==> config.mk <==
export PLATFORM = sky130hd
export DESIGN_NAME = hazard_ctrl_flat
export DESIGN_NICKNAME = d
export VERILOG_FILES = /design/src/rtl/hazard_pkg.sv /design/src/rtl/hazard_ctrl_if.sv /design/src/rtl/hazard_ctrl_fwd_select.sv /design/src/rtl/hazard_ctrl.sv /design/src/flat_wrapper.sv
export SDC_FILE = /design/constraint.sdc
export NUM_CORES = 1
export LEC_CHECK = 0
export CAP_MARGIN = 20
export CORE_ASPECT_RATIO = 0.8
export CORE_MARGIN = 1
export CORE_UTILIZATION = 30
export CTS_CLUSTER_DIAMETER = 150
export DETAILED_ROUTE_END_ITERATION = 16
export PLACE_DENSITY_LB_ADDON = 0.15
export SETUP_SLACK_MARGIN = 0.2
export SYNTH_ARGS = -nofsm -noshare
export SYNTH_HDL_FRONTEND = slang
export SYNTH_SLANG_ARGS = --single-unit
export TNS_END_PERCENT = 30
==> constraint.sdc <==
create_clock -name clk -period 1.95 [get_ports clk]
set_input_delay 0.2925 -clock clk [delete_from_list [all_inputs] [get_ports clk]]
set_output_delay 0.2925 -clock clk [all_outputs]
set_load 0.005 [all_outputs]
==> src/rtl/hazard_pkg.sv <==
// rtl/hazard_pkg.sv - shared types and encodings for the pipeline hazard controller
// Contents: FSM state enum, forward-select codes, resultSrc codes and the
// register-match helper used by the forwarding and load-use logic.
package hazard_pkg;

  typedef enum logic {
    RUN      = 1'b0,
    MEM_WAIT = 1'b1
  } state_t;

  // Execute-stage operand source selects
  localparam logic [1:0] FWD_RF  = 2'b00;
  localparam logic [1:0] FWD_WB  = 2'b01;
  localparam logic [1:0] FWD_MEM = 2'b10;

  // resultSrc encodings carried down the pipe
  localparam logic [1:0] RES_ALU  = 2'b00;
  localparam logic [1:0] RES_LOAD = 2'b01;
  localparam logic [1:0] RES_PC4  = 2'b10;

  // True when a stage writing rd produces the value a consumer reads from rs.
  // x0 is hardwired to zero, so it never matches.
  function automatic logic rd_hit(input logic wr, input logic [4:0] rd,
                                  input logic [4:0] rs);
    return wr && (rd != 5'd0) && (rd == rs);
  endfunction

endpackage

==> src/rtl/hazard_ctrl_if.sv <==
// rtl/hazard_ctrl_if.sv - datapath <-> hazard controller signal bundle
// master: datapath side (drives Decode fields, branch and dmem status).
// slave : hazard controller (drives forward selects, stalls, flushes, status).
//   rs1_D/rs2_D/rd_D, regWrite_D, resultSrc_D : Decode-stage instruction fields
//   pcSrc_E                                    : branch/jump taken in Execute
//   dmemReq_M/dmemReady_M                      : Memory-stage access / completion
//   forwardA_E/forwardB_E                      : Execute operand selects
//   stall_F..stall_W, flush_D/flush_E          : pipeline register controls
//   memTimeout, stallCycles, flushCount        : error flag and perf counters
interface hazard_ctrl_if #(
  parameter int CNT_W = 32
);

  logic [4:0]       rs1_D;
  logic [4:0]       rs2_D;
  logic [4:0]       rd_D;
  logic             regWrite_D;
  logic [1:0]       resultSrc_D;
  logic             pcSrc_E;
  logic             dmemReq_M;
  logic             dmemReady_M;
  logic [1:0]       forwardA_E;
  logic [1:0]       forwardB_E;
  logic             stall_F;
  logic             stall_D;
  logic             stall_E;
  logic             stall_M;
  logic             stall_W;
  logic             flush_D;
  logic             flush_E;
  logic             memTimeout;
  logic [CNT_W-1:0] stallCycles;
  logic [CNT_W-1:0] flushCount;

  modport master (
    output rs1_D, rs2_D, rd_D, regWrite_D, resultSrc_D,
    output pcSrc_E, dmemReq_M, dmemReady_M,
    input  forwardA_E, forwardB_E,
    input  stall_F, stall_D, stall_E, stall_M, stall_W,
    input  flush_D, flush_E, memTimeout, stallCycles, flushCount
  );

  modport slave (
    input  rs1_D, rs2_D, rd_D, regWrite_D, resultSrc_D,
    input  pcSrc_E, dmemReq_M, dmemReady_M,
    output forwardA_E, forwardB_E,
    output stall_F, stall_D, stall_E, stall_M, stall_W,
    output flush_D, flush_E, memTimeout, stallCycles, flushCount
  );

endinterface

==> src/rtl/hazard_ctrl_fwd_select.sv <==
// rtl/hazard_ctrl_fwd_select.sv - forwarding source select for one Execute operand
// Ports:
//   rs                 in  5  source register of the instruction in Execute
//   rd_M, regWrite_M   in     destination/write flag of the instruction in Memory
//   rd_W, regWrite_W   in     destination/write flag of the instruction in Writeback
//   sel                out 2  FWD_MEM, FWD_WB or FWD_RF
module fwd_select
  import hazard_pkg::*;
(
  input  logic [4:0] rs,
  input  logic [4:0] rd_M,
  input  logic       regWrite_M,
  input  logic [4:0] rd_W,
  input  logic       regWrite_W,
  output logic [1:0] sel
);

  // Memory holds the younger producer, so it wins over Writeback.
  always_comb begin
    sel = FWD_RF;
    if (rd_hit(regWrite_M, rd_M, rs)) begin
      sel = FWD_MEM;
    end else if (rd_hit(regWrite_W, rd_W, rs)) begin
      sel = FWD_WB;
    end
  end

endmodule

==> src/rtl/hazard_ctrl.sv <==
// rtl/hazard_ctrl.sv - RV32I five-stage pipeline hazard controller
// Ports:
//   clk    in  core clock
//   reset  in  synchronous active-high reset
//   hz     slave side of hazard_ctrl_if (Decode fields and Execute/Memory status
//          in; forward selects, stalls, flushes, memTimeout and counters out)
// Parameters:
//   MEM_TIMEOUT  consecutive MEM_WAIT cycles before memTimeout sets
//   CNT_W        performance counter width
module hazard_ctrl
  import hazard_pkg::*;
#(
  parameter int MEM_TIMEOUT = 255,
  parameter int CNT_W       = 32
) (
  input  logic         clk,
  input  logic         reset,
  hazard_ctrl_if.slave hz
);

  localparam int WAIT_W = $clog2(MEM_TIMEOUT + 1);
  localparam logic [WAIT_W-1:0] WAIT_MAX = WAIT_W'(MEM_TIMEOUT);

  // Shadow pipeline: only the fields the hazard rules need at each stage
  logic [4:0] rs1_e, rs2_e, rd_e;
  logic       reg_write_e;
  logic [1:0] result_src_e;
  logic [4:0] rd_m, rd_w;
  logic       reg_write_m, reg_write_w;

  state_t            state_q, state_d;
  logic [WAIT_W-1:0] wait_cnt, wait_inc;
  logic              mem_timeout;
  logic [CNT_W-1:0]  stall_cnt, flush_cnt;

  logic freeze, late_stall;
  logic stall_fd, stall_emw, flush_d, flush_e, br_flush;

  // Freeze follows the live miss, so it already holds the pipe in the first
  // miss cycle before the FSM has moved to MEM_WAIT.
  assign freeze = hz.dmemReq_M && !hz.dmemReady_M;

  // Results that are not ALU results (load data, PC+4) are not on aluResult_M
  // a cycle later, so a dependent instruction in Decode must wait one cycle.
  assign late_stall = reg_write_e && (result_src_e != RES_ALU) && (rd_e != 5'd0) &&
                      ((rd_e == hz.rs1_D) || (rd_e == hz.rs2_D));

  // Priority: reset, then memory freeze, then taken branch, then late stall.
  always_comb begin
    stall_fd  = 1'b0;
    stall_emw = 1'b0;
    flush_d   = 1'b0;
    flush_e   = 1'b0;
    br_flush  = 1'b0;
    if (reset) begin
      flush_d = 1'b1;
      flush_e = 1'b1;
    end else if (freeze) begin
      stall_fd  = 1'b1;
      stall_emw = 1'b1;
    end else if (hz.pcSrc_E) begin
      flush_d  = 1'b1;
      flush_e  = 1'b1;
      br_flush = 1'b1;
    end else if (late_stall) begin
      stall_fd = 1'b1;
      flush_e  = 1'b1;
    end
  end

  assign hz.stall_F     = stall_fd;
  assign hz.stall_D     = stall_fd;
  assign hz.stall_E     = stall_emw;
  assign hz.stall_M     = stall_emw;
  assign hz.stall_W     = stall_emw;
  assign hz.flush_D     = flush_d;
  assign hz.flush_E     = flush_e;
  assign hz.memTimeout  = mem_timeout;
  assign hz.stallCycles = stall_cnt;
  assign hz.flushCount  = flush_cnt;

  // Forward selects depend only on registered shadow state.
  fwd_select u_fwd_a (
    .rs         (rs1_e),
    .rd_M       (rd_m),
    .regWrite_M (reg_write_m),
    .rd_W       (rd_w),
    .regWrite_W (reg_write_w),
    .sel        (hz.forwardA_E)
  );

  fwd_select u_fwd_b (
    .rs         (rs2_e),
    .rd_M       (rd_m),
    .regWrite_M (reg_write_m),
    .rd_W       (rd_w),
    .regWrite_W (reg_write_w),
    .sel        (hz.forwardB_E)
  );

  always_ff @(posedge clk) begin
    if (reset) begin
      rs1_e        <= '0;
      rs2_e        <= '0;
      rd_e         <= '0;
      reg_write_e  <= 1'b0;
      result_src_e <= RES_ALU;
      rd_m         <= '0;
      reg_write_m  <= 1'b0;
      rd_w         <= '0;
      reg_write_w  <= 1'b0;
    end else if (!freeze) begin
      rd_w        <= rd_m;
      reg_write_w <= reg_write_m;
      rd_m        <= rd_e;
      reg_write_m <= reg_write_e;
      if (flush_e) begin
        rs1_e        <= '0;
        rs2_e        <= '0;
        rd_e         <= '0;
        reg_write_e  <= 1'b0;
        result_src_e <= RES_ALU;
      end else begin
        rs1_e        <= hz.rs1_D;
        rs2_e        <= hz.rs2_D;
        rd_e         <= hz.rd_D;
        reg_write_e  <= hz.regWrite_D;
        result_src_e <= hz.resultSrc_D;
      end
    end
  end

  always_ff @(posedge clk) begin
    if (reset) begin
      state_q <= RUN;
    end else begin
      state_q <= state_d;
    end
  end

  always_comb begin
    state_d = state_q;
    case (state_q)
      RUN:      if (freeze) state_d = MEM_WAIT;
      MEM_WAIT: if (hz.dmemReady_M) state_d = RUN;
      default:  state_d = RUN;
    endcase
  end

  // The counter sits at zero in RUN, so it starts from zero on entering
  // MEM_WAIT and then counts every cycle spent there, saturating at the limit.
  assign wait_inc = (wait_cnt == WAIT_MAX) ? wait_cnt : wait_cnt + 1'b1;

  always_ff @(posedge clk) begin
    if (reset) begin
      wait_cnt    <= '0;
      mem_timeout <= 1'b0;
    end else if (state_q == RUN) begin
      wait_cnt <= '0;
    end else begin
      wait_cnt <= wait_inc;
      if (wait_inc == WAIT_MAX) mem_timeout <= 1'b1;
    end
  end

  always_ff @(posedge clk) begin
    if (reset) begin
      stall_cnt <= '0;
      flush_cnt <= '0;
    end else begin
      if (stall_fd) stall_cnt <= stall_cnt + 1'b1;
      if (br_flush) flush_cnt <= flush_cnt + 1'b1;
    end
  end

endmodule

==> src/flat_wrapper.sv <==
// flat-port wrapper written by rule: the top's interface ports become plain ports
module hazard_ctrl_flat import hazard_pkg::*;
#(
  parameter int MEM_TIMEOUT = 255,
  parameter int CNT_W       = 32
)
  (clk, reset, hz_rs1_D, hz_rs2_D, hz_rd_D, hz_regWrite_D, hz_resultSrc_D, hz_pcSrc_E, hz_dmemReq_M, hz_dmemReady_M, hz_forwardA_E, hz_forwardB_E, hz_stall_F, hz_stall_D, hz_stall_E, hz_stall_M, hz_stall_W, hz_flush_D, hz_flush_E, hz_memTimeout, hz_stallCycles, hz_flushCount);
  hazard_ctrl_if #(.CNT_W(CNT_W)) hz_i ();
  input  logic clk;
  input  logic reset;
  input wire logic [$bits(hz_i.rs1_D)-1:0] hz_rs1_D;
  input wire logic [$bits(hz_i.rs2_D)-1:0] hz_rs2_D;
  input wire logic [$bits(hz_i.rd_D)-1:0] hz_rd_D;
  input wire logic [$bits(hz_i.regWrite_D)-1:0] hz_regWrite_D;
  input wire logic [$bits(hz_i.resultSrc_D)-1:0] hz_resultSrc_D;
  input wire logic [$bits(hz_i.pcSrc_E)-1:0] hz_pcSrc_E;
  input wire logic [$bits(hz_i.dmemReq_M)-1:0] hz_dmemReq_M;
  input wire logic [$bits(hz_i.dmemReady_M)-1:0] hz_dmemReady_M;
  output wire logic [$bits(hz_i.forwardA_E)-1:0] hz_forwardA_E;
  output wire logic [$bits(hz_i.forwardB_E)-1:0] hz_forwardB_E;
  output wire logic [$bits(hz_i.stall_F)-1:0] hz_stall_F;
  output wire logic [$bits(hz_i.stall_D)-1:0] hz_stall_D;
  output wire logic [$bits(hz_i.stall_E)-1:0] hz_stall_E;
  output wire logic [$bits(hz_i.stall_M)-1:0] hz_stall_M;
  output wire logic [$bits(hz_i.stall_W)-1:0] hz_stall_W;
  output wire logic [$bits(hz_i.flush_D)-1:0] hz_flush_D;
  output wire logic [$bits(hz_i.flush_E)-1:0] hz_flush_E;
  output wire logic [$bits(hz_i.memTimeout)-1:0] hz_memTimeout;
  output wire logic [$bits(hz_i.stallCycles)-1:0] hz_stallCycles;
  output wire logic [$bits(hz_i.flushCount)-1:0] hz_flushCount;
  assign hz_i.rs1_D = hz_rs1_D;
  assign hz_i.rs2_D = hz_rs2_D;
  assign hz_i.rd_D = hz_rd_D;
  assign hz_i.regWrite_D = hz_regWrite_D;
  assign hz_i.resultSrc_D = hz_resultSrc_D;
  assign hz_i.pcSrc_E = hz_pcSrc_E;
  assign hz_i.dmemReq_M = hz_dmemReq_M;
  assign hz_i.dmemReady_M = hz_dmemReady_M;
  assign hz_forwardA_E = hz_i.forwardA_E;
  assign hz_forwardB_E = hz_i.forwardB_E;
  assign hz_stall_F = hz_i.stall_F;
  assign hz_stall_D = hz_i.stall_D;
  assign hz_stall_E = hz_i.stall_E;
  assign hz_stall_M = hz_i.stall_M;
  assign hz_stall_W = hz_i.stall_W;
  assign hz_flush_D = hz_i.flush_D;
  assign hz_flush_E = hz_i.flush_E;
  assign hz_memTimeout = hz_i.memTimeout;
  assign hz_stallCycles = hz_i.stallCycles;
  assign hz_flushCount = hz_i.flushCount;
  hazard_ctrl #(.MEM_TIMEOUT(MEM_TIMEOUT), .CNT_W(CNT_W)) u_core (.clk(clk), .reset(reset), .hz(hz_i));
endmodule
-- Word level (Yosys, flattened, before mapping)
Cells that the tools add are included.
- output and inout bits: 76
- logic and storage cells: 69
- register bits after elaboration: 104
- input port bits: 23
- reductions and logical operators: 18
- bitwise logic cells: 1
- muxes and demuxes: 25
- equality and inequality tests: 8
- add/sub/neg operators: 3
- operators with widths (cell ; number):
    $add 32x1->32 const B ; 2
    $eq 5x5->1 ; 6
    $mux 1 ; 17
    $eq 8x8->1 const B ; 2
    $mux 5 ; 3
    $reduce_bool 5->1 ; 3
    $logic_and 1x1->1 ; 10
    $add 8x1->8 const B ; 1
    $mux 8 ; 1
    $mux 2 ; 3
    $pmux 1 s2 ; 1
    $reduce_and 2->1 ; 1
    $reduce_bool 2->1 ; 1
    $reduce_or 2->1 ; 1
    $logic_not 1->1 ; 1
    $logic_or 1x1->1 ; 1
    $not 1->1 ; 1

-- Longest topological paths before layout
Gate-level depths: netlist of run 1.
- depth after elaboration: 9
- mapped depth: 8
- depth with buffers taken out: 7

-- By module
Synthesis of run 1 repeated with hierarchy kept, for this count alone.
- cells, all modules: 576
- area, all modules: 5039.8 um^2
- modules (own cells, without submodules) (module ; times used ; area each (um^2) ; cells each ; seq. area each (um^2)):
    hazard_ctrl ; 1 ; 4737.0 ; 536 ; 2082.0
    fwd_select ; 2 ; 151.4 ; 20 ; 0.0

-- Least setup slack after synthesis of run 1
No wires, ideal clock.
- path type: reg-to-output
- start point: register u_core.rd_e[0]
- end point: output hz_stall_F
- stages on the path, launching flop included: 9
- buffers on the path: 3
- data required time: 1657 ps
- arrival time: 1834 ps
- setup slack: -176 ps
- path through: dfxtp_1 -> or4_1 -> o221ai_2 -> nor2_1 -> a21oi_4 -> buf_6 -> buf_6 -> nor2_1 -> buf_4
- longest elaborated chain between the ends: 7
- elaborated cells on any way between the ends: 10
- those cells by class: eq/ne: 2; mux: 4; reduce/logical: 4
- RTL lines (element ; RTL line ; text):
    start, declared ; hazard_ctrl.sv:25 ; logic [4:0] rs1_e, rs2_e, rd_e;
    start signal, assigned ; hazard_ctrl.sv:126 ; rd_e <= hz.rd_D;
    $eq 5x5->1 / $reduce_bool 5->1 (equally long branches) ; hazard_ctrl.sv:46, hazard_ctrl.sv:45 ;
    $logic_or 1x1->1 / $logic_and 1x1->1 (equally long branches) ; hazard_ctrl.sv:46, hazard_ctrl.sv:45 ;
    $logic_and 1x1->1 * ; hazard_ctrl.sv:45 ; assign late_stall = reg_write_e && (result_src_e != RES_ALU) && (rd_e != 5'd0) &&
    $mux 1 * ; hazard_ctrl.sv:65 ; end else if (late_stall) begin
    $mux 1 * ; hazard_ctrl.sv:61 ; end else if (hz.pcSrc_E) begin
    $mux 1 * ; hazard_ctrl.sv:58 ; end else if (freeze) begin
    $mux 1 * ; hazard_ctrl.sv:55 ; if (reset) begin
    end, declared ; flat_wrapper.sv:21 ; output wire logic [$bits(hz_i.stall_F)-1:0] hz_stall_F;
Mark *: on every way between the ends. The rest lies on a longest branch, timed or not.

-- Worst setup path in the final report of run 1
- start point: register u_core.rd_w[4]
- end point: output hz_forwardA_E[0]
- longest elaborated chain between the ends: 5
- elaborated cells on any way between the ends: 6
- those cells by class: eq/ne: 1; mux: 2; reduce/logical: 3
- RTL lines (element ; RTL line ; text):
    start, declared ; hazard_ctrl.sv:28 ; logic [4:0] rd_m, rd_w;
    start signal, assigned ; hazard_ctrl.sv:113 ; rd_w <= rd_m;
    $reduce_bool 5->1 ; hazard_pkg.sv:25 ; return wr && (rd != 5'd0) && (rd == rs);
    $logic_and 1x1->1 ; hazard_pkg.sv:25 ;
    $logic_and 1x1->1 * ; hazard_pkg.sv:25 ;
    $mux 1 * ; hazard_ctrl_fwd_select.sv:23 ; end else if (rd_hit(regWrite_W, rd_W, rs)) begin
    $mux 2 * ; hazard_ctrl_fwd_select.sv:21 ; if (rd_hit(regWrite_M, rd_M, rs)) begin
    end, declared ; flat_wrapper.sv:19 ; output wire logic [$bits(hz_i.forwardA_E)-1:0] hz_forwardA_E;
Marked as above.

==> flow_metrics.env, run 1 <==
export IMPL_path_cells="buf_6 -> xor2_2 -> or4_4 -> nor4_4 -> buf_2"
export IMPL_netlist_area_leader_share=0.4264
export IMPL_synth_edf_count=0
export IMPL_cts_buffer_depth=2
export IMPL_synthTopCellsByCount="dfxtp_1, nand2_1, a21oi_1, nor2_1, xor2_1"
export IMPL_wire_per_inst_um=14.99
export IMPL_grt_max_degree=35
export IMPL_synthMuxAreaShare=0.002050
export IMPL_layout_setup_ws_ns=-0.2914
export IMPL_cp_slowest_cell="or4_4"
export IMPL_cp_arrival_ns=1.95
export IMPL_cts_sinks=104
export IMPL_ys_async_sr_fraction=0
export IMPL_cp_required_ns=1.66
export IMPL_synth_top_family_by_area="simple AND/OR/NAND/NOR gates"
export IMPL_clockRootBuffer="clkbuf_16"
export IMPL_synthSimpleGateAreaFrac=0.2699
export IMPL_syn2layout_area_growth_pct=58.35
export IMPL_rsz0062_at_grt="yes"
export IMPL_min_period_over_period=1.149
export IMPL_synth_ff_type="dfxtp_1"
export IMPL_drc=0
export IMPL_hold_class="in2reg"
export IMPL_timing_slew_headroom=0.7329
export IMPL_synth_seq_area_share=0.4264
export IMPL_max_slew_worst_pin_slew_ns=0.4007
export IMPL_cpPeakStageDelay_ns=0.55
export IMPL_synthXorXnorAreaFrac=0.1076
export IMPL_ys_types=47
export IMPL_ys_warn_count=0
export IMPL_cts_tree="done"
export IMPL_cp_end_kind="output pin"
export IMPL_ys_ff_latch=104
export IMPL_grt_pass1_wl_um=22990
export IMPL_fin_nets=775
export IMPL_final_setup_skew_ns=0.008582
export IMPL_initial_core_util=0.3080
export IMPL_crit_path_max_fanout=3
export IMPL_worstSetupPathType="reg2out"
export IMPL_synthCells=561
export IMPL_dieArea_mm2=0.01679
export IMPL_m1WireLength_um=7119
export IMPL_fmax_mhz=446.2
export IMPL_fillCellCount=1487
export IMPL_cts_buffers=9
export IMPL_wl_met2_um=6652
export IMPL_powerDensity_mw_per_mm2=616.4
export IMPL_dpl_hpwl_um=10240
export IMPL_chipHeight_um=116.1
export IMPL_routed_top_layer="met4"
export IMPL_startpoint_type="flop"
export IMPL_ctsHtreeMaxLevel=3
export IMPL_synth_nets=587
export IMPL_core_area_mm2=0.01585
export IMPL_cap_viol_max_count=0
export IMPL_vias=4803
export IMPL_grt_pass1_vias=4572
export IMPL_antenna_found_initial=0
export IMPL_antenna_cells=0
export IMPL_drive_gt1_frac=0.3156
export IMPL_synthTopCellsByArea="dfxtp_1, xor2_1, a21oi_1"
export IMPL_finalNonFillerCells=969
export IMPL_hold_violations=0
export IMPL_synth_compound_area_share=0.1486
export IMPL_die_x_um=144.6
export IMPL_ir_drop_v=0.0004408
export IMPL_io_buffers=98
export IMPL_violations="negative setup slack"
export IMPL_setup_violations=40
export IMPL_ios=99
export IMPL_drtPass1Iterations=4
export IMPL_maxSlewViolCount=0
export IMPL_met3_length_um=627
export IMPL_ant_nets=0
export IMPL_setup_tns_final_ns=-7.895
export IMPL_status="complete, but fails checks"
export IMPL_cts_hold_buf=0
export IMPL_p_leak_nw=2.918
export IMPL_path_clk_slew_ns=0.07
export IMPL_routed_wirelength_um=14530
export IMPL_overflow=0
export IMPL_via_per_inst=4.957
export IMPL_min_period_ns=2.241
export IMPL_rows=41
export IMPL_yosysMostFrequentCell="dfxtp_1"
export IMPL_grt_usage=0.1760
export IMPL_drt_iter0_drc=203
export IMPL_netlist_area_mm2=0.004882
export IMPL_routabilityCongestion=0.8693
export IMPL_postSynthAreaPerCell_um2=8.703
export IMPL_clock_latency_ns=0.36
export IMPL_synth_top_cell_by_area="dfxtp_1"
export IMPL_dp_cells=932
export IMPL_synthAdderAreaFrac=0.007688
export IMPL_utilization=0.4877
-- cell usage in the layout (no fill, tap or decap), types with 3 or more instances in the layout --
cell	count
buf_4	85
clkdlybuf4s50_1	81
dfxtp_1	78
nand2_1	44
nor2_1	44
a21oi_1	41
xor2_1	35
nand3_1	28
dfxtp_2	25
nand4_1	23
or3_1	22
buf_6	22
a22o_1	19
xnor2_1	16
o21ai_1	12
o21ai_0	12
and3_1	11
clkbuf_16	10
a21oi_2	8
nand3_2	7
xnor2_2	6
nand2_2	6
or4_4	6
or4_1	6
o21ai_2	6
dlygate4sd2_1	6
nor4_4	5
and4_1	5
o31ai_1	5
nand2b_1	4
inv_1	4
and2_1	4
buf_2	4
nand2b_4	3
nor4b_4	3
or3_4	3
bufinv_16	3
buf_12	3
-- cell families (layout without fill, tap and decap cells) --
logic type,Yosys count,count (layout)
buffers and inverters,35,228
and+or+nand+nor,240,240
AOI/OAI and AO/OA,118,118
DFF,104,104
xor gates and xnor gates,60,60
adders and majority gates,3,3
muxes,1,1
-- metal layers --
| metal | vias up | global-route usage |
|---|---|---|
| li1 | 2388 | - |
| met1 | 2326 | 0.2390 |
| met2 | 77 | 0.2750 |
| met3 | 12 | 0.04920 |
| met4 | 0 | 0.04421 |
| met5 | - | 0 |
-- through the flow --
| step | area, um2 | worst slack [ns] | hold slack, ns | total power (W) |
|---|---|---|---|---|
| after floorplan | 4928 | -0.07813 | 0.3868 | 0.002406 |
| after global placement | 6705 | -0.4730 | 0.4474 | 0.002596 |
| after detailed placement | 6705 | -0.4801 | 0.4524 | 0.002601 |
| after CTS | 7492 | -0.3179 | 0.3392 | 0.004802 |
| after global routing | 7731 | -0.3672 | 0.2742 | 0.004937 |
| final | 7731 | -0.2914 | 0.2694 | 0.004766 |
-- layout make-up --
class                      instances  area (um2)  share of cell area
multi-input combinational        422        3048              0.3942
sequential                       104        2117              0.2738
timing repair buffer             208        1938              0.2507
tap                              215       269.0             0.03480
clock buffer                       9       225.2             0.02913
clock inverter                     7       118.9             0.01537
inverter                           4       15.01            0.001942
-- critical path, delay by kind of cell, from the launching register on --
kind                   cells  cell delay (ns)
AND/OR/NAND/NOR            2             0.85
buffers and inverters      2             0.28
flip-flops                 1             0.33
XOR/XNOR                   1             0.14
-- report_power, final --
group | switching, W | leakage (nW) | internal, W
Clock | 0.000859 | 0.162 | 0.00126
Combinational | 0.000213 | 1.90 | 0.000247
Sequential | 0.0000338 | 0.854 | 0.00215
-- state kept, by name, indices dropped and copies added (netlist names) --
signal	cells
u_core.hz.flushCount	32
u_core.hz.memTimeout	1
u_core.hz.stallCycles	32
u_core.rd_e	5
u_core.rd_m	5
u_core.rd_w	5
u_core.reg_write_e	1
u_core.reg_write_m	1
u_core.reg_write_w	1
u_core.result_src_e	2
u_core.rs1_e	5
u_core.rs2_e	5
u_core.state_q	1
u_core.wait_cnt	8
-- repair_timing --
action | 4_1_cts | 5_1_grt
gates resized for setup | 115 | 54
pin swaps | 65 | 55
hold endpoints to repair | 0 | 0
cloned | 2 | 1
buffers inserted | 14 | 4
setup endpoints to repair | 76 | 72
-- worst paths after layout --
check                                        start                   endpoint  slack (ns)  depth (start not counted)
worst max-delay path                u_core.rd_w[4]           hz_forwardA_E[0]       -0.29                          5
worst min register to register  u_core.reg_write_w         u_core.reg_write_w        0.47                          2
worst max register to register      u_core.rd_e[1]  u_core.hz.stallCycles[28]       -0.27                         11
worst min-delay path                   hz_rs2_D[1]            u_core.rs2_e[1]        0.27                          2
(Power assumes the default switching activity.)
==> run 2, diff against run 1 <==
==> constraint.sdc (replaced) <==
create_clock -name clk -period 2 [get_ports clk]
set_input_delay 0.3 -clock clk [delete_from_list [all_inputs] [get_ports clk]]
set_output_delay 0.3 -clock clk [all_outputs]
set_load 0.01 [all_outputs]
==> run 2 against run 1 <==
The run still ends with negative setup slack left. Sequential power decreased by 3%. Critical path depth grew 1. Final cell count shrank 1.5%. Wire length fell by 1.1%. Clock power is 20% lower. Clock skew shrank 0.0019 ns. Critical endpoint is now hz_stall_F. Combinational power is 2% higher. Die area is the same. Largest cell class unchanged. Count of clock-buffer cells in the layout increased by 4. First-iteration DRC count grew 8.4%. Setup slack improved by 0.064 ns.
==> flow_metrics.env, run 2 (synthesis gave the netlist of run 1 again) <==
export IMPL_p_sw_frac=0.2412
export IMPL_cp_end_kind="output pin"
export IMPL_hold_class="in2reg"
export IMPL_ant_nets=0
export IMPL_io_buffers=98
export IMPL_combPwrFrac=0.110
export IMPL_final_setup_skew_ns=0.006636
export IMPL_fin_nets=760
export IMPL_vias=4772
export IMPL_clock_latency_ns=0.35
export IMPL_timing_slew_headroom=0.7386
export IMPL_final_common_cell="clkdlybuf4s50_1"
export IMPL_status="complete, but fails checks"
export IMPL_syn2layout_area_growth_pct=57.61
export IMPL_grt_pass1_vias=4409
export IMPL_fmax_mhz=449.0
export IMPL_drc=0
export IMPL_cts_buffer_depth=2
export IMPL_cts_sinks=104
export IMPL_max_slew_worst_pin_slew_ns=0.3921
export IMPL_internal_power_w=0.003260
export IMPL_antenna_found_initial=0
export IMPL_min_period_ns=2.227
export IMPL_crit_path_max_fanout=2
export IMPL_ir_drop_v=0.0003632
export IMPL_ctsHtreeMaxLevel=3
export IMPL_worstSetupPathType="reg2out"
export IMPL_cts_hold_buf=0
export IMPL_antenna_cells=0
export IMPL_powerDensity_mw_per_mm2=558.2
export IMPL_startpoint_type="flop"
export IMPL_dieArea_mm2=0.01679
export IMPL_min_period_over_period=1.114
export IMPL_rows=41
export IMPL_dpl_hpwl_um=9977
export IMPL_rsz0062_at_grt="yes"
export IMPL_hold_violations=0
export IMPL_p_leak_nw=2.863
export IMPL_pwr_share_seq=0.496
export IMPL_grt_max_degree=34
export IMPL_cap_viol_max_count=0
export IMPL_cts_buffers=9
export IMPL_setup_violations=33
export IMPL_design_area_mm2=0.007695
export IMPL_wire_per_inst_um=15.06
export IMPL_clockRootBuffer="clkbuf_16"
export IMPL_final_cell_mix="clkdlybuf4s50_1, dfxtp_1, buf_4, nand2_1, nor2_1"
export IMPL_violations="negative setup slack"
export IMPL_chipHeight_um=116.1
export IMPL_layout_setup_ws_ns=-0.2271
export IMPL_drive_gt1_frac=0.3194
export IMPL_p_sw_w=0.001036
export IMPL_core_area_mm2=0.01585
export IMPL_via_per_inst=5.002
export IMPL_drt_iter0_drc=220
export IMPL_cp_arrival_ns=1.93
export IMPL_drtPass1Iterations=4
export IMPL_utilization=0.4854
export IMPL_grt_pass1_wl_um=21800
export IMPL_initial_core_util=0.3080
export IMPL_ios=99
export IMPL_routabilityCongestion=0.8360
export IMPL_clkPwrFrac=0.394
export IMPL_cts_tree="done"
export IMPL_overflow=0
export IMPL_dpl_cell_area_mm2=0.006676
export IMPL_routed_wirelength_um=14370
export IMPL_path_clk_slew_ns=0.07
export IMPL_cp_required_ns=1.70
export IMPL_die_x_um=144.6
export IMPL_maxSlewViolCount=0
export IMPL_hold_slack_ns=0.3450
export IMPL_grt_usage=0.1667
-- run 2: path summary, 6_finish.rpt --
kind                                    startpoint                       end  slack (ns)  cells after the start
worst max register to register      u_core.rd_e[1]  u_core.hz.stallCycles[1]       -0.16                      9
worst max-delay path                u_core.rd_e[1]                hz_stall_F       -0.23                      6
worst min register to register  u_core.reg_write_w        u_core.reg_write_w        0.48                      2
worst min-delay path                   hz_rs2_D[1]           u_core.rs2_e[1]        0.35                      2
-- run 2: per-layer routing --
layer,track usage,share of wire
met3,0.04264,0.043
met2,0.2587,0.45
met1,0.2248,0.50
met4,0.05684,0.017
met5,0,0
-- run 2: area by class of cell --
| type | instances | area, um2 |
|---|---|---|
| fillers | 1483 | 8157 |
| multi-input cells | 422 | 3147 |
| flip-flops and latches | 104 | 2117 |
| repair buffers | 193 | 1869 |
| well taps | 215 | 269.0 |
| clock buffers | 13 | 260.3 |
| clock inverters | 3 | 17.52 |
| inverters | 4 | 15.01 |
-- run 2: metrics by stage --
step | setup WS (ns) | setup TNS, ns | cells | total power (W)
after global routing | -0.2760 | -5.634 | 954 | 0.004469
after detailed placement | -0.4227 | -18.50 | 925 | 0.002539
after global placement | -0.3915 | -16.79 | 925 | 0.002535
after floorplan | -0.05182 | -0.05182 | 561 | 0.002351
final | -0.2271 | -3.501 | 954 | 0.004296
after CTS | -0.2469 | -5.945 | 943 | 0.004267
-- run 2: timing repair --
action / CTS / global route
pin swaps: 21 / 86
setup endpoints to repair: 75 / 72
setup buffers: 2 / 6
cloned: 0 / 5
gates resized for setup: 74 / 102
-- run 2: worst max-delay path, stage by stage, from the launching register on --
cell	delay, ns
dfxtp_2	0.32
or4_4	0.57
o221ai_4	0.18
nor2_2	0.07
a21oi_4	0.24
nor2_4	0.06
buf_6	0.13
-- run 2: power groups by stage --
stage	logic, W	registers (W)	clock network (W)
floorplan	0.000171	0.00218	0
global placement	0.000359	0.00218	0
detailed placement	0.000363	0.00218	0
CTS	0.000381	0.00213	0.00176
global route	0.000502	0.00213	0.00183
finish	0.000471	0.00213	0.00169
==> run 3, diff against run 2 <==
--- a/config.mk
+++ b/config.mk
@@ -10,6 +10,7 @@
 export CORE_MARGIN = 1
 export CORE_UTILIZATION = 30
 export CTS_CLUSTER_DIAMETER = 150
+export CTS_CLUSTER_SIZE = 20
 export DETAILED_ROUTE_END_ITERATION = 16
 export PLACE_DENSITY_LB_ADDON = 0.15
 export SETUP_SLACK_MARGIN = 0.2
==> constraint.sdc (replaced) <==
create_clock -name clk -period 2.8 [get_ports clk]
set_input_delay 0.42 -clock clk [delete_from_list [all_inputs] [get_ports clk]]
set_output_delay 0.42 -clock clk [all_outputs]
set_load 0.01 [all_outputs]
==> run 3 against run 2 <==
The flow now finishes without violations. First-iteration DRC count decreased by 23%. Wire length decreased by 6.7%. Count of clock-buffer cells in the layout decreased by 3. Critical path type unchanged. Highest routed layer unchanged.
==> flow_metrics.env, run 3 (synthesis gave the netlist of run 1 again) <==
export IMPL_status="finished clean"
export IMPL_startpoint_type="flop"
export IMPL_met2_usage=0.2378
export IMPL_ir_drop_v=0.0002303
export IMPL_p_sw_w=0.0007055
export IMPL_clockRootBuffer="clkbuf_16"
export IMPL_die_x_um=144.6
export IMPL_timing_slew_headroom=0.6841
export IMPL_cp_slowest_cell="or4_1"
export IMPL_hold_class="reg2reg"
export IMPL_ant_nets=0
export IMPL_met1_usage=0.2327
export IMPL_core_area_mm2=0.01585
export IMPL_cp_required_ns=2.38
export IMPL_min_period_over_period=0.9330
export IMPL_drive_gt1_frac=0.08271
export IMPL_cts_buffers=9
export IMPL_cts_buffer_depth=2
export IMPL_cpPeakStageDelay_ns=0.55
export IMPL_cts_hold_buf=0
export IMPL_rsz0062_at_grt="yes"
export IMPL_layout_setup_ws_ns=0.1877
export IMPL_cap_viol_max_count=0
export IMPL_ios=99
export IMPL_p_leak_nw=2.262
export IMPL_rows=41
export IMPL_syn2layout_area_growth_pct=32.09
export IMPL_overflow=0
export IMPL_cts_sinks=104
export IMPL_final_common_cell="dfxtp_1"
export IMPL_place_ws_ns=-0.08552
export IMPL_setup_tns_final_ns=0
export IMPL_powerDensity_mw_per_mm2=454.5
export IMPL_grt_usage=0.1637
export IMPL_hold_slack_ns=0.4579
export IMPL_grtUsageMet3=0.04469
export IMPL_internal_power_w=0.002226
export IMPL_antenna_found_initial=0
export IMPL_fillCellCount=1561
export IMPL_dieArea_mm2=0.01679
export IMPL_wire_per_inst_um=15.23
export IMPL_setup_violations=0
export IMPL_final_setup_skew_ns=0.005598
export IMPL_p_sw_frac=0.2407
export IMPL_regArea_mm2=0.002085
export IMPL_final_cell_mix="dfxtp_1, clkdlybuf4s50_1, nand2_1, a21oi_1, nor2_1"
export IMPL_max_slew_worst_pin_slew_ns=0.4703
export IMPL_grt_pass1_vias=4063
export IMPL_antenna_cells=0
export IMPL_drtPass1Iterations=5
export IMPL_grt_max_degree=63
export IMPL_maxSlewViolCount=0
export IMPL_cts_tree="done"
export IMPL_initial_core_util=0.3080
export IMPL_pwr_share_seq=0.521
export IMPL_cp_arrival_ns=2.19
export IMPL_min_period_ns=2.612
export IMPL_clock_latency_ns=0.35
export IMPL_path_cells="or4_1 -> o21ai_2 -> nor4_1 -> nor4_1 -> dlygate4sd2_1"
export IMPL_path_clk_slew_ns=0.07
export IMPL_clkPwrFrac=0.405
export IMPL_fmax_mhz=382.8
export IMPL_chipHeight_um=116.1
export IMPL_ctsHtreeMaxLevel=3
export IMPL_via_per_inst=5.010
export IMPL_crit_path_max_fanout=5
export IMPL_grt_pass1_wl_um=21500
export IMPL_fin_nets=687
export IMPL_routabilityCongestion=0.8300
export IMPL_drt_iter0_drc=169
export IMPL_worstSetupPathType="reg2out"
export IMPL_io_buffers=98
export IMPL_routed_wirelength_um=13410
export IMPL_cp_end_kind="output pin"
export IMPL_dpl_hpwl_um=9453
export IMPL_hold_violations=0
export IMPL_crit_top_cell="nor4_1"
export IMPL_drc=0
export IMPL_combPwrFrac=0.074
export IMPL_multi_input_area_mm2=0.002653
export IMPL_vias=4409
export IMPL_grt_busiest_layer="met2"
export IMPL_utilization=0.4068
==> run 3: cell count changes in the layout (fill, tap and decap cells not counted), moves of 7 or more <==
cell and change:
a21oi_1 +11, dfxtp_2 -17, buf_4 -54, nand3_2 -9
dfxtp_1 +20, or4_1 +7, buf_6 -9, xnor2_2 -8
xnor2_1 +9, a21oi_2 -11, nand3_1 +10, clkdlybuf4s50_1 +9
or4_4 -7
==> run 3: repair_timing <==
item / 4_1_cts / 5_1_grt
setup buffers: 1 / 0
pin swaps: 2 / 0
gates resized for setup: 8 / 7
setup endpoints to repair: 10 / 10
cloned: 0 / 0
==> run 3: worst paths after layout <==
check	from	end	slack (ns)	cells past startpoint
setup reg to reg	u_core.rd_e[4]	u_core.hz.stallCycles[10]	0.50	9
hold / removal	u_core.reg_write_w	u_core.reg_write_w	0.46	2
hold reg to reg	u_core.reg_write_w	u_core.reg_write_w	0.46	2
setup / recovery	u_core.rd_m[4]	hz_forwardA_E[0]	0.19	5
==> run 3: power groups by stage <==
stage          clock network (W)  logic, W  registers, W
4_1_cts                  0.00123  0.000215       0.00153
6_report                 0.00119  0.000216       0.00153
3_5_place_dp                   0  0.000210       0.00156
5_1_grt                  0.00129  0.000236       0.00153
3_3_place_gp                   0  0.000207       0.00156
2_1_floorplan                  0  0.000118       0.00156
==> run 3: through the flow <==
stage,std cells,instance area (um2),power [W]
detailed placement,864,6128,0.001771
CTS,880,6421,0.002974
global route,880,6449,0.003056
floorplan,561,4882,0.001675
finish,880,6449,0.002931
global placement,864,6128,0.001770
==> run 3: critical path, delay by kind of cell (launching register included) <==
kind,cells,cell delay [ns]
compound gates,1,0.21
simple gates,3,0.96
buf+inv,1,0.31
flops,1,0.36
==> run 3: routing by layer <==
metal	up-vias	share of wire	wire, um
li1	2223	-	-
met1	2068	0.51	6890
met2	105	0.42	5570
met3	13	0.058	782
met4	0	0.012	162
met5	-	0	0
==> run 3: area by class of cell <==
type,instances,share of cell area
clock inverters,5,0.005239
multi-input cells,422,0.4113
well taps,215,0.04172
inverters,4,0.002328
clock buffers,10,0.03706
flip-flops and latches,104,0.3232
repair buffers,120,0.1791
